File: src/rtl/upb_tcam_update_ctrl_if.sv
// Command channel between a rule-update requester and the TCAM update controller.
interface upb_tcam_update_ctrl_if #(
  parameter int TCAM_DEPTH = 64,
  parameter int DATA_WIDTH = 16
);
  localparam int IW = $clog2(TCAM_DEPTH) + 1;

  logic                  cmd_valid;
  logic                  cmd_ready;
  logic                  cmd_op;
  logic [IW-1:0]         cmd_index;
  logic [127:0]          cmd_srl;
  logic [DATA_WIDTH-1:0] cmd_data;

  modport master (
    output cmd_valid, cmd_op, cmd_index, cmd_srl, cmd_data,
    input  cmd_ready
  );

  modport slave (
    input  cmd_valid, cmd_op, cmd_index, cmd_srl, cmd_data,
    output cmd_ready
  );
endinterface

File: src/rtl/upb_tcam_update_ctrl.sv
// Sequences TCAM entry install/remove: deactivate, program SRL words, settle,
// write result data, reactivate; keeps a shadow of the TCAM active bitmap.
module upb_tcam_update_ctrl #(
  parameter int TCAM_DEPTH    = 64,
  parameter int DATA_WIDTH    = 16,
  parameter int SETTLE_CYCLES = 40
) (
  input  logic                    CLK,
  input  logic                    RST,
  upb_tcam_update_ctrl_if.slave   cmd,
  output logic                    wen,
  output logic [31:0]             waddr,
  output logic [31:0]             wdata,
  output logic                    busy,
  output logic                    done,
  output logic                    err,
  output logic [TCAM_DEPTH-1:0]   active_shadow
);
  localparam int IW = $clog2(TCAM_DEPTH) + 1;
  localparam int NW = (TCAM_DEPTH + 31) / 32;
  localparam int PW = NW * 32;
  localparam int TW = (SETTLE_CYCLES > 1) ? $clog2(SETTLE_CYCLES) : 1;

  typedef enum logic [2:0] {IDLE, DEACT, SRL, SETTLE, DATA, ACT, FIN} state_t;

  state_t                state_q, state_d;
  logic                  ready_q, ready_d;
  logic                  wen_q, wen_d;
  logic [31:0]           waddr_q, waddr_d;
  logic [31:0]           wdata_q, wdata_d;
  logic                  busy_q, busy_d;
  logic                  done_q, done_d;
  logic                  err_q, err_d;
  logic [TCAM_DEPTH-1:0] shadow_q, shadow_d;
  logic                  op_q, op_d;
  logic [IW-1:0]         idx_q, idx_d;
  logic [127:0]          srl_q, srl_d;
  logic [DATA_WIDTH-1:0] data_q, data_d;
  logic [1:0]            cnt_q, cnt_d;
  logic [TW-1:0]         tmr_q, tmr_d;

  logic [31:0]           cmd_idx32, cur_idx32, sel_idx32;
  logic [31:0]           word_sel, bit_mask;
  logic [TCAM_DEPTH-1:0] ent_mask;
  logic [PW-1:0]         shadow_pad;

  // Bits beyond TCAM_DEPTH in the last word are padding and always read as 0.
  function automatic logic [31:0] shadow_word(input logic [PW-1:0] pad, input logic [31:0] widx);
    logic [31:0] r;
    r = '0;
    for (int w = 0; w < NW; w++)
      if (widx == 32'(w)) r = pad[32*w +: 32];
    return r;
  endfunction

  assign cmd_idx32  = 32'(cmd.cmd_index);
  assign cur_idx32  = 32'(idx_q);
  assign shadow_pad = PW'(shadow_q);

  always_comb begin
    state_d   = state_q;
    ready_d   = ready_q;
    wen_d     = 1'b0;
    waddr_d   = waddr_q;
    wdata_d   = wdata_q;
    busy_d    = busy_q;
    done_d    = 1'b0;
    err_d     = 1'b0;
    shadow_d  = shadow_q;
    op_d      = op_q;
    idx_d     = idx_q;
    srl_d     = srl_q;
    data_d    = data_q;
    cnt_d     = cnt_q;
    tmr_d     = tmr_q;
    sel_idx32 = (state_q == IDLE) ? cmd_idx32 : cur_idx32;
    word_sel  = shadow_word(shadow_pad, sel_idx32 >> 5);
    bit_mask  = 32'(1) << sel_idx32[4:0];
    ent_mask  = TCAM_DEPTH'(1) << sel_idx32;

    case (state_q)
      IDLE: begin
        if (!ready_q) begin
          ready_d = 1'b1;
        end else if (cmd.cmd_valid) begin
          ready_d = 1'b0;
          op_d    = cmd.cmd_op;
          idx_d   = IW'(cmd.cmd_index);
          srl_d   = cmd.cmd_srl;
          data_d  = DATA_WIDTH'(cmd.cmd_data);
          if (cmd_idx32 >= 32'(TCAM_DEPTH)) begin
            err_d = 1'b1;
          end else begin
            state_d  = DEACT;
            busy_d   = 1'b1;
            wen_d    = 1'b1;
            waddr_d  = 32'h3000 + (sel_idx32 >> 5);
            wdata_d  = word_sel & ~bit_mask;
            shadow_d = shadow_q & ~ent_mask;
          end
        end
      end
      DEACT: begin
        if (op_q) begin
          state_d = FIN;
          done_d  = 1'b1;
        end else begin
          state_d = SRL;
          cnt_d   = 2'd0;
          wen_d   = 1'b1;
          waddr_d = 32'h1000 + (cur_idx32 << 2);
          wdata_d = srl_q[31:0];
        end
      end
      SRL: begin
        if (cnt_q == 2'd3) begin
          state_d = SETTLE;
          tmr_d   = TW'(SETTLE_CYCLES - 1);
        end else begin
          cnt_d   = cnt_q + 2'd1;
          wen_d   = 1'b1;
          waddr_d = 32'h1000 + (cur_idx32 << 2) + 32'(cnt_d);
          wdata_d = srl_q[{cnt_d, 5'd0} +: 32];
        end
      end
      SETTLE: begin
        if (tmr_q == '0) begin
          state_d = DATA;
          wen_d   = 1'b1;
          waddr_d = 32'h2000 + cur_idx32;
          wdata_d = 32'(data_q);
        end else begin
          tmr_d = tmr_q - 1'b1;
        end
      end
      DATA: begin
        state_d  = ACT;
        wen_d    = 1'b1;
        waddr_d  = 32'h3000 + (cur_idx32 >> 5);
        wdata_d  = word_sel | bit_mask;
        shadow_d = shadow_q | ent_mask;
      end
      ACT: begin
        state_d = FIN;
        done_d  = 1'b1;
      end
      FIN: begin
        state_d = IDLE;
        busy_d  = 1'b0;
        ready_d = 1'b1;
      end
      default: state_d = IDLE;
    endcase
  end

  // Reset abandons any command; the TCAM clears its own active bits likewise.
  always_ff @(posedge CLK) begin
    if (RST) begin
      state_q  <= IDLE;
      ready_q  <= 1'b0;
      wen_q    <= 1'b0;
      waddr_q  <= '0;
      wdata_q  <= '0;
      busy_q   <= 1'b0;
      done_q   <= 1'b0;
      err_q    <= 1'b0;
      shadow_q <= '0;
      op_q     <= 1'b0;
      idx_q    <= '0;
      srl_q    <= '0;
      data_q   <= '0;
      cnt_q    <= '0;
      tmr_q    <= '0;
    end else begin
      state_q  <= state_d;
      ready_q  <= ready_d;
      wen_q    <= wen_d;
      waddr_q  <= waddr_d;
      wdata_q  <= wdata_d;
      busy_q   <= busy_d;
      done_q   <= done_d;
      err_q    <= err_d;
      shadow_q <= shadow_d;
      op_q     <= op_d;
      idx_q    <= idx_d;
      srl_q    <= srl_d;
      data_q   <= data_d;
      cnt_q    <= cnt_d;
      tmr_q    <= tmr_d;
    end
  end

  assign cmd.cmd_ready   = ready_q;
  assign wen             = wen_q;
  assign waddr           = waddr_q;
  assign wdata           = wdata_q;
  assign busy            = busy_q;
  assign done            = done_q;
  assign err             = err_q;
  assign active_shadow   = shadow_q;
endmodule

File: src/flat_wrapper.sv
// flat-port wrapper written by rule: the top's interface ports become plain ports
module upb_tcam_update_ctrl_flat 
#(
  parameter int TCAM_DEPTH    = 64,
  parameter int DATA_WIDTH    = 16,
  parameter int SETTLE_CYCLES = 40
)
  (CLK, RST, wen, waddr, wdata, busy, done, err, active_shadow, cmd_cmd_valid, cmd_cmd_op, cmd_cmd_index, cmd_cmd_srl, cmd_cmd_data, cmd_cmd_ready);
  upb_tcam_update_ctrl_if #(.TCAM_DEPTH(TCAM_DEPTH), .DATA_WIDTH(DATA_WIDTH)) cmd_i ();
  input  logic CLK;
  input  logic RST;
  output logic wen;
  output logic [31:0] waddr;
  output logic [31:0] wdata;
  output logic busy;
  output logic done;
  output logic err;
  output logic [TCAM_DEPTH-1:0] active_shadow;
  input wire logic [$bits(cmd_i.cmd_valid)-1:0] cmd_cmd_valid;
  input wire logic [$bits(cmd_i.cmd_op)-1:0] cmd_cmd_op;
  input wire logic [$bits(cmd_i.cmd_index)-1:0] cmd_cmd_index;
  input wire logic [$bits(cmd_i.cmd_srl)-1:0] cmd_cmd_srl;
  input wire logic [$bits(cmd_i.cmd_data)-1:0] cmd_cmd_data;
  output wire logic [$bits(cmd_i.cmd_ready)-1:0] cmd_cmd_ready;
  assign cmd_i.cmd_valid = cmd_cmd_valid;
  assign cmd_i.cmd_op = cmd_cmd_op;
  assign cmd_i.cmd_index = cmd_cmd_index;
  assign cmd_i.cmd_srl = cmd_cmd_srl;
  assign cmd_i.cmd_data = cmd_cmd_data;
  assign cmd_cmd_ready = cmd_i.cmd_ready;
  upb_tcam_update_ctrl #(.TCAM_DEPTH(TCAM_DEPTH), .DATA_WIDTH(DATA_WIDTH), .SETTLE_CYCLES(SETTLE_CYCLES)) u_core (.CLK(CLK), .RST(RST), .cmd(cmd_i), .wen(wen), .waddr(waddr), .wdata(wdata), .busy(busy), .done(done), .err(err), .active_shadow(active_shadow));
endmodule
File: config.mk
export PLATFORM = sky130hd
export DESIGN_NAME = upb_tcam_update_ctrl_flat
export DESIGN_NICKNAME = d
export VERILOG_FILES = /design/src/rtl/upb_tcam_update_ctrl_if.sv /design/src/rtl/upb_tcam_update_ctrl.sv /design/src/flat_wrapper.sv
export SDC_FILE = /design/constraint.sdc
export NUM_CORES = 1
export LEC_CHECK = 0
export ABC_CLOCK_PERIOD_IN_PS = 3000
export CAP_MARGIN = 20
export CORE_ASPECT_RATIO = 1.2
export CORE_MARGIN = 3
export CORE_UTILIZATION = 30
export CTS_CLUSTER_DIAMETER = 200
export CTS_CLUSTER_SIZE = 28
export DETAILED_ROUTE_END_ITERATION = 8
export PLACE_DENSITY = 0.55
export SLEW_MARGIN = 20
export SYNTH_ARGS = -nofsm -noshare
export SYNTH_HDL_FRONTEND = slang
export SYNTH_SLANG_ARGS = --single-unit
File: constraint.sdc
create_clock -name CLK -period 3 [get_ports CLK]
set_input_delay 0.6 -clock CLK [delete_from_list [all_inputs] [get_ports CLK]]
set_output_delay 0.6 -clock CLK [all_outputs]
set_load 0.01 [all_outputs]
Yosys cells after proc, flatten, opt, wreduce, memory -nomap -nowiden
Cells that the tools add are included.
Word-level totals
  RAM bits: 0
  ROM bits: 0
  bits in latches: 0
  bits in registers: 296
  bits of input ports: 155
  memories: 0
  logic and storage cells: 118
Operators by class
  eq/ne operators: 16
  multiply operators: 0
  shifts and indexed selects: 3
  muxes and demuxes: 51
  div/mod/pow operators: 0
  magnitude comparators: 1
  add/sub/neg operators: 7
  bitwise gates (word level): 9
  reductions and logical operators: 16
Operators with widths (count)
  $mux 32: 14
  $pmux 32 s5: 2
  $mux 64: 3
  $pmux 64 s2: 1
  $shiftx 128x8->32: 1
  $and 64x64->64: 1
  $not 64->64: 1
  $or 64x64->64: 1
  $shl 1x32->64 const A: 1
  $add 32x2->32: 1
  $and 32x32->32: 1
  $logic_not 32->1: 1
  $not 32->32: 1
  $or 32x32->32: 1
  $shl 1x5->32 const A: 1
  $add 14x27->28 const A: 1
  $eq 27x1->1 const B: 1
  $mux 3: 6
  $pmux 3 s6: 1
  $add 14x2->15 const A: 1
  $add 14x7->15 const A: 1
  $add 13x9->14 const A: 1
  $mux 1: 13
  $mux 6: 2
  other kinds (25): 45

Logic depth before layout (Yosys ltp)
  depth after elaboration: 10
  mapped depth: 8
  mapped depth without buffers: 7

Least setup slack after synthesis
Ideal clock, no wire load.
  kind: reg2reg
  from: reg u_core.cnt_q[0]
  to: reg u_core.wdata_q[10] (netlist: u_core.wdata[10])
  path buffers: 3
  required time: 2881 ps
  library setup time: 119 ps
  arrival: 2124 ps
  stages on the path, launching flop included: 9
  slack: 757 ps
  cells stage by stage: dfxtp_1 ha_1 clkbuf_1 buf_2 clkbuf_1 mux2_2 nand2_1 o221ai_1 o221a_1
On the way
  word-level cells in the longest chain between the ends: 4
  elaborated cells on any way between the ends: 7
RTL lines
  start, declared: RTL line upb_tcam_update_ctrl.sv:39  | logic [1:0] cnt_q, cnt_d;
  start signal, assigned: RTL line upb_tcam_update_ctrl.sv:188  | cnt_q <= cnt_d;
  $add 2x1->2: RTL line upb_tcam_update_ctrl.sv:120  | cnt_d = cnt_q + 2'd1;
  $shiftx 128x8->32: RTL line upb_tcam_update_ctrl.sv:123  | wdata_d = srl_q[{cnt_d, 5'd0} +: 32];
  $mux 32: RTL line upb_tcam_update_ctrl.sv:116  | if (cnt_q == 2'd3) begin
  $pmux 32 s5: RTL line upb_tcam_update_ctrl.sv:81  | case (state_q)
  end signal, assigned: RTL line upb_tcam_update_ctrl.sv:179  | wdata_q <= wdata_d;
  end, declared: RTL line upb_tcam_update_ctrl.sv:30  | logic [31:0] wdata_q, wdata_d;
Parallel ways exist; a longest one is shown, timed or not. The select of a mux whose other input is x is not followed.
A chain may end at the register's enable or synchronous reset.

Worst setup path in the final report
  from: reg u_core.state_q[2]
  to: reg u_core.srl_q[25]
On the way
  word-level cells in the longest chain between the ends: 2
RTL lines
  start, declared: RTL line upb_tcam_update_ctrl.sv:26  | state_t state_q, state_d;
  start signal, assigned: RTL line upb_tcam_update_ctrl.sv:175  | state_q <= state_d;
  $logic_not 3->1: RTL line upb_tcam_update_ctrl.sv:81
  $reduce_and 3->1 (no line)
  end signal, assigned: RTL line upb_tcam_update_ctrl.sv:186  | srl_q <= srl_d;
  end, declared: RTL line upb_tcam_update_ctrl.sv:37  | logic [127:0] srl_q, srl_d;
Every way passes these cells.

==> summary.md <==
| Metric | Value |
|---|---|
| Status | finished clean |
| Initial Utilization | 30.5% |
| Antenna fix cells | 0 |
| DRT iter0 DRCs | 936 |
| Worst path required time | 3.42 ns |
| Fin crit share | 87.5% |
| DR pass1 iterations | 5 |
| Hold slack | 0.459 ns |
| CTS tree | done |
| RSZ-0062 raised after global routing | false |
| Cts hold-fix bufs | 0 |
| Synth top area share | 41.2% |
| Synth Warn # | 0 |
| Max Root-Sink Buffers | 3 |
| Final Hold Vio Count | 0 |
| PortBufs | 266 |
| I/O pin count | 288 |
| Cell area after synthesis | 13400 um2 |
| Register area | 5510 um2 |
| Placed wire-length estimate | 35300 um |
| Post-synth top cells | nand2_1 (436), dfxtp_1 (275), a21oi_1 (176) |
| Ys async rst share | 0% |
| Overflow left after global routing | 0 |
| Post-CTS setup buffer count | 0 |
| Most frequent cell after synthesis | nand2_1 |
| Post-route ant nets | 0 |
| First-pass GRT wire length | 71800 um |
| LEAKAGE | 5.76 nW |
| Worst slew pin tran | 0.936 ns |
| Fill count | 4548 |
| Cell count after synthesis | 1581 |
| Simple-Gate Fraction of Synth Area | 18.1% |
| RePlAce Congestion | 0.886 |
| Fin crit period | 2.62 ns |
| CP max stage delay | 0.53 ns |
| Vias in the first global route | 11.7k |
| Die H | 237 um |
| Layout cell share with drive strength beyond 1 | 8.82% |
| Syn_area_per_cell | 8.46 um2 |
| Xor/xnor share of the synthesized area | 0.262% |
| Vias per cell | 5.31 |
| Post-synth top area cell | dfxtp_1 |
| Clk Latency, worst-skew pair | 0.50 ns |
| Residual DRC | 0 |
| H-tree levels | 1 |
| Max-slew headroom | 37.6% |
| Worst slack at placement | 0.0194 ns |
| Hold Crit Class | reg -> reg |
| Max IR drop VDD | 0.272 mV |
| Multiplexer area fraction after synthesis | 12.3% |
| Clock Sinks | 275 |
| Ranking of synthesized cells by area | dfxtp_1 (41%), nand2_1 (12%), a21oi_1 (6.6%), mux2i_1 (5.2%), mux2_2 (4.4%) |
| Setup ws final | 0.375 ns |
| CTS clk-pin slew, worst paths | 0.11 ns |
| Compound-Gate Fraction of Synth Area | 22.0% |
| Max-slew violations | 0 |
| FF+latch count, synth | 275 |
| Crit path arrival time | 3.04 ns |
| Via count | 12.3k |
| Wire length per cell | 20.6 um |
| CTS resizes | 0 |
| Clock Skews | 0.0116 ns |
| Worst Setup Path Type | reg -> reg |
| Largest net degree at the start of global routing | 172 |
| Number of synthesized flops with an enable pin | 0 |
| Synth Flop Type | dfxtp_1 |
| Setup Viol. Count Final | 0 |
| Post-synthesis sequential area ratio | 41.2% |
| TritonCTS buffer count | 13 |
| Routed WL | 47800 um |
| Largest family of logic cells by synthesized area | compound AO/OA/AOI/OAI gates |
| CORE AREA | 43900 um2 |
| Max Cap Viol | 0 |
| P per Cell Area | 430 nW/um2 |
| Die area | 47200 um2 |
| Total negative setup slack | 0 ns |
| Cell Chain, Critical Path | nor3_4 -> buf_4 -> and3_4 -> buf_12 -> nand2_1 -> a21oi_1 |
| Layout Nets | 1917 |
| Num rows | 84 |
| Die width | 199 um |
| Clock Tree Root | clkbuf_16 |
| Initial antenna violation count | 0 |
| Max Clk Rate | 0.381 GHz |
| Post-synthesis adder-cell area fraction | 0.281% |
| Area growth, synth to finish | 26.0% |
| Post-synthesis cell type count | 66 |
| GRT Util Overall | 19.4% |
| Slowest cell on the critical path | dfxtp_1 |
| Crit end category | register |
| Worst-path fanout max | 89 |
| CP Launch Type | register |
| Multi-input logic area | 7220 um2 |
==> where the power goes <==
group          internal, mW  switching (mW)  total (mW)
Combinational         0.593           0.690        1.28
Clock                 0.794            1.21        2.00
Sequential             3.82           0.139        3.96
==> cell families (layout without fill, tap and decap cells) <==
kind of cell,after synthesis,after routing
other,1,21
xor gates and xnor gates,4,4
and+or+nand+nor,570,570
AOI/OAI and AO/OA,421,421
adders and majority gates,3,3
DFF,275,275
buffers and inverters,169,326
muxes,138,138
==> path summary, 6_finish.rpt <==
check | start | to | slack, ns | cells after the start
worst max-delay path | u_core.state_q[2] | u_core.srl_q[25] | 0.38 | 6
worst min-delay path | u_core.srl_q[50] | u_core.srl_q[50] | 0.46 | 2
worst max register to register | u_core.state_q[2] | u_core.srl_q[25] | 0.38 | 6
worst min register to register | u_core.srl_q[50] | u_core.srl_q[50] | 0.46 | 2
==> metrics by stage <==
| step | util, % | power [mW] | area, um2 | cells |
|---|---|---|---|---|
| after floorplan | - | 4.73 | 13500 | 1601 |
| after global placement | 37.6 | 5.32 | 16500 | 2303 |
| after detailed placement | 37.6 | 5.33 | 16500 | 2303 |
| after CTS | 38.4 | 7.32 | 16900 | 2317 |
| after global routing | 38.4 | 7.55 | 16900 | 2317 |
| final | 38.4 | 7.25 | 16900 | 2317 |
==> area by class of cell <==
cell class              instances  share of cell area (%)
clock buffers                  13                    1.93
clock inverters                 1                  0.0445
inverters                       6                   0.134
multi-input cells            1157                    42.8
flip-flops and latches        275                    32.7
well taps                     559                    4.15
repair buffers                306                    18.2
==> critical path, delay by kind of cell, from the launching register on <==
kind,cells,cell delay (ns)
AOI/OAI and AO/OA,1,0.14
buffers and inverters,2,0.84
DFF,1,0.53
and+or+nand+nor,3,0.95
==> routing by layer <==
layer,share of wire (%),track usage (%),up-vias
li1,-,-,5955
met1,46,27.9,5907
met2,47,31.9,398
met3,5.3,1.86,37
met4,1.5,3.58,0
met5,0,0,-
==> placed cells by master, fill, tap and decap left out, types with 21 or more instances in the layout <==
master / instances
o32ai_1: 30
dfxtp_1: 274
clkdlybuf4s50_1: 265
conb_1: 21
mux2_2: 52
nand3_1: 28
o31ai_1: 58
o221a_1: 30
a21oi_1: 175
nand2_1: 436
buf_4: 32
mux2i_1: 68
o211ai_1: 45
nor2_1: 34
Note: power is estimated with default switching activity, not from simulation.
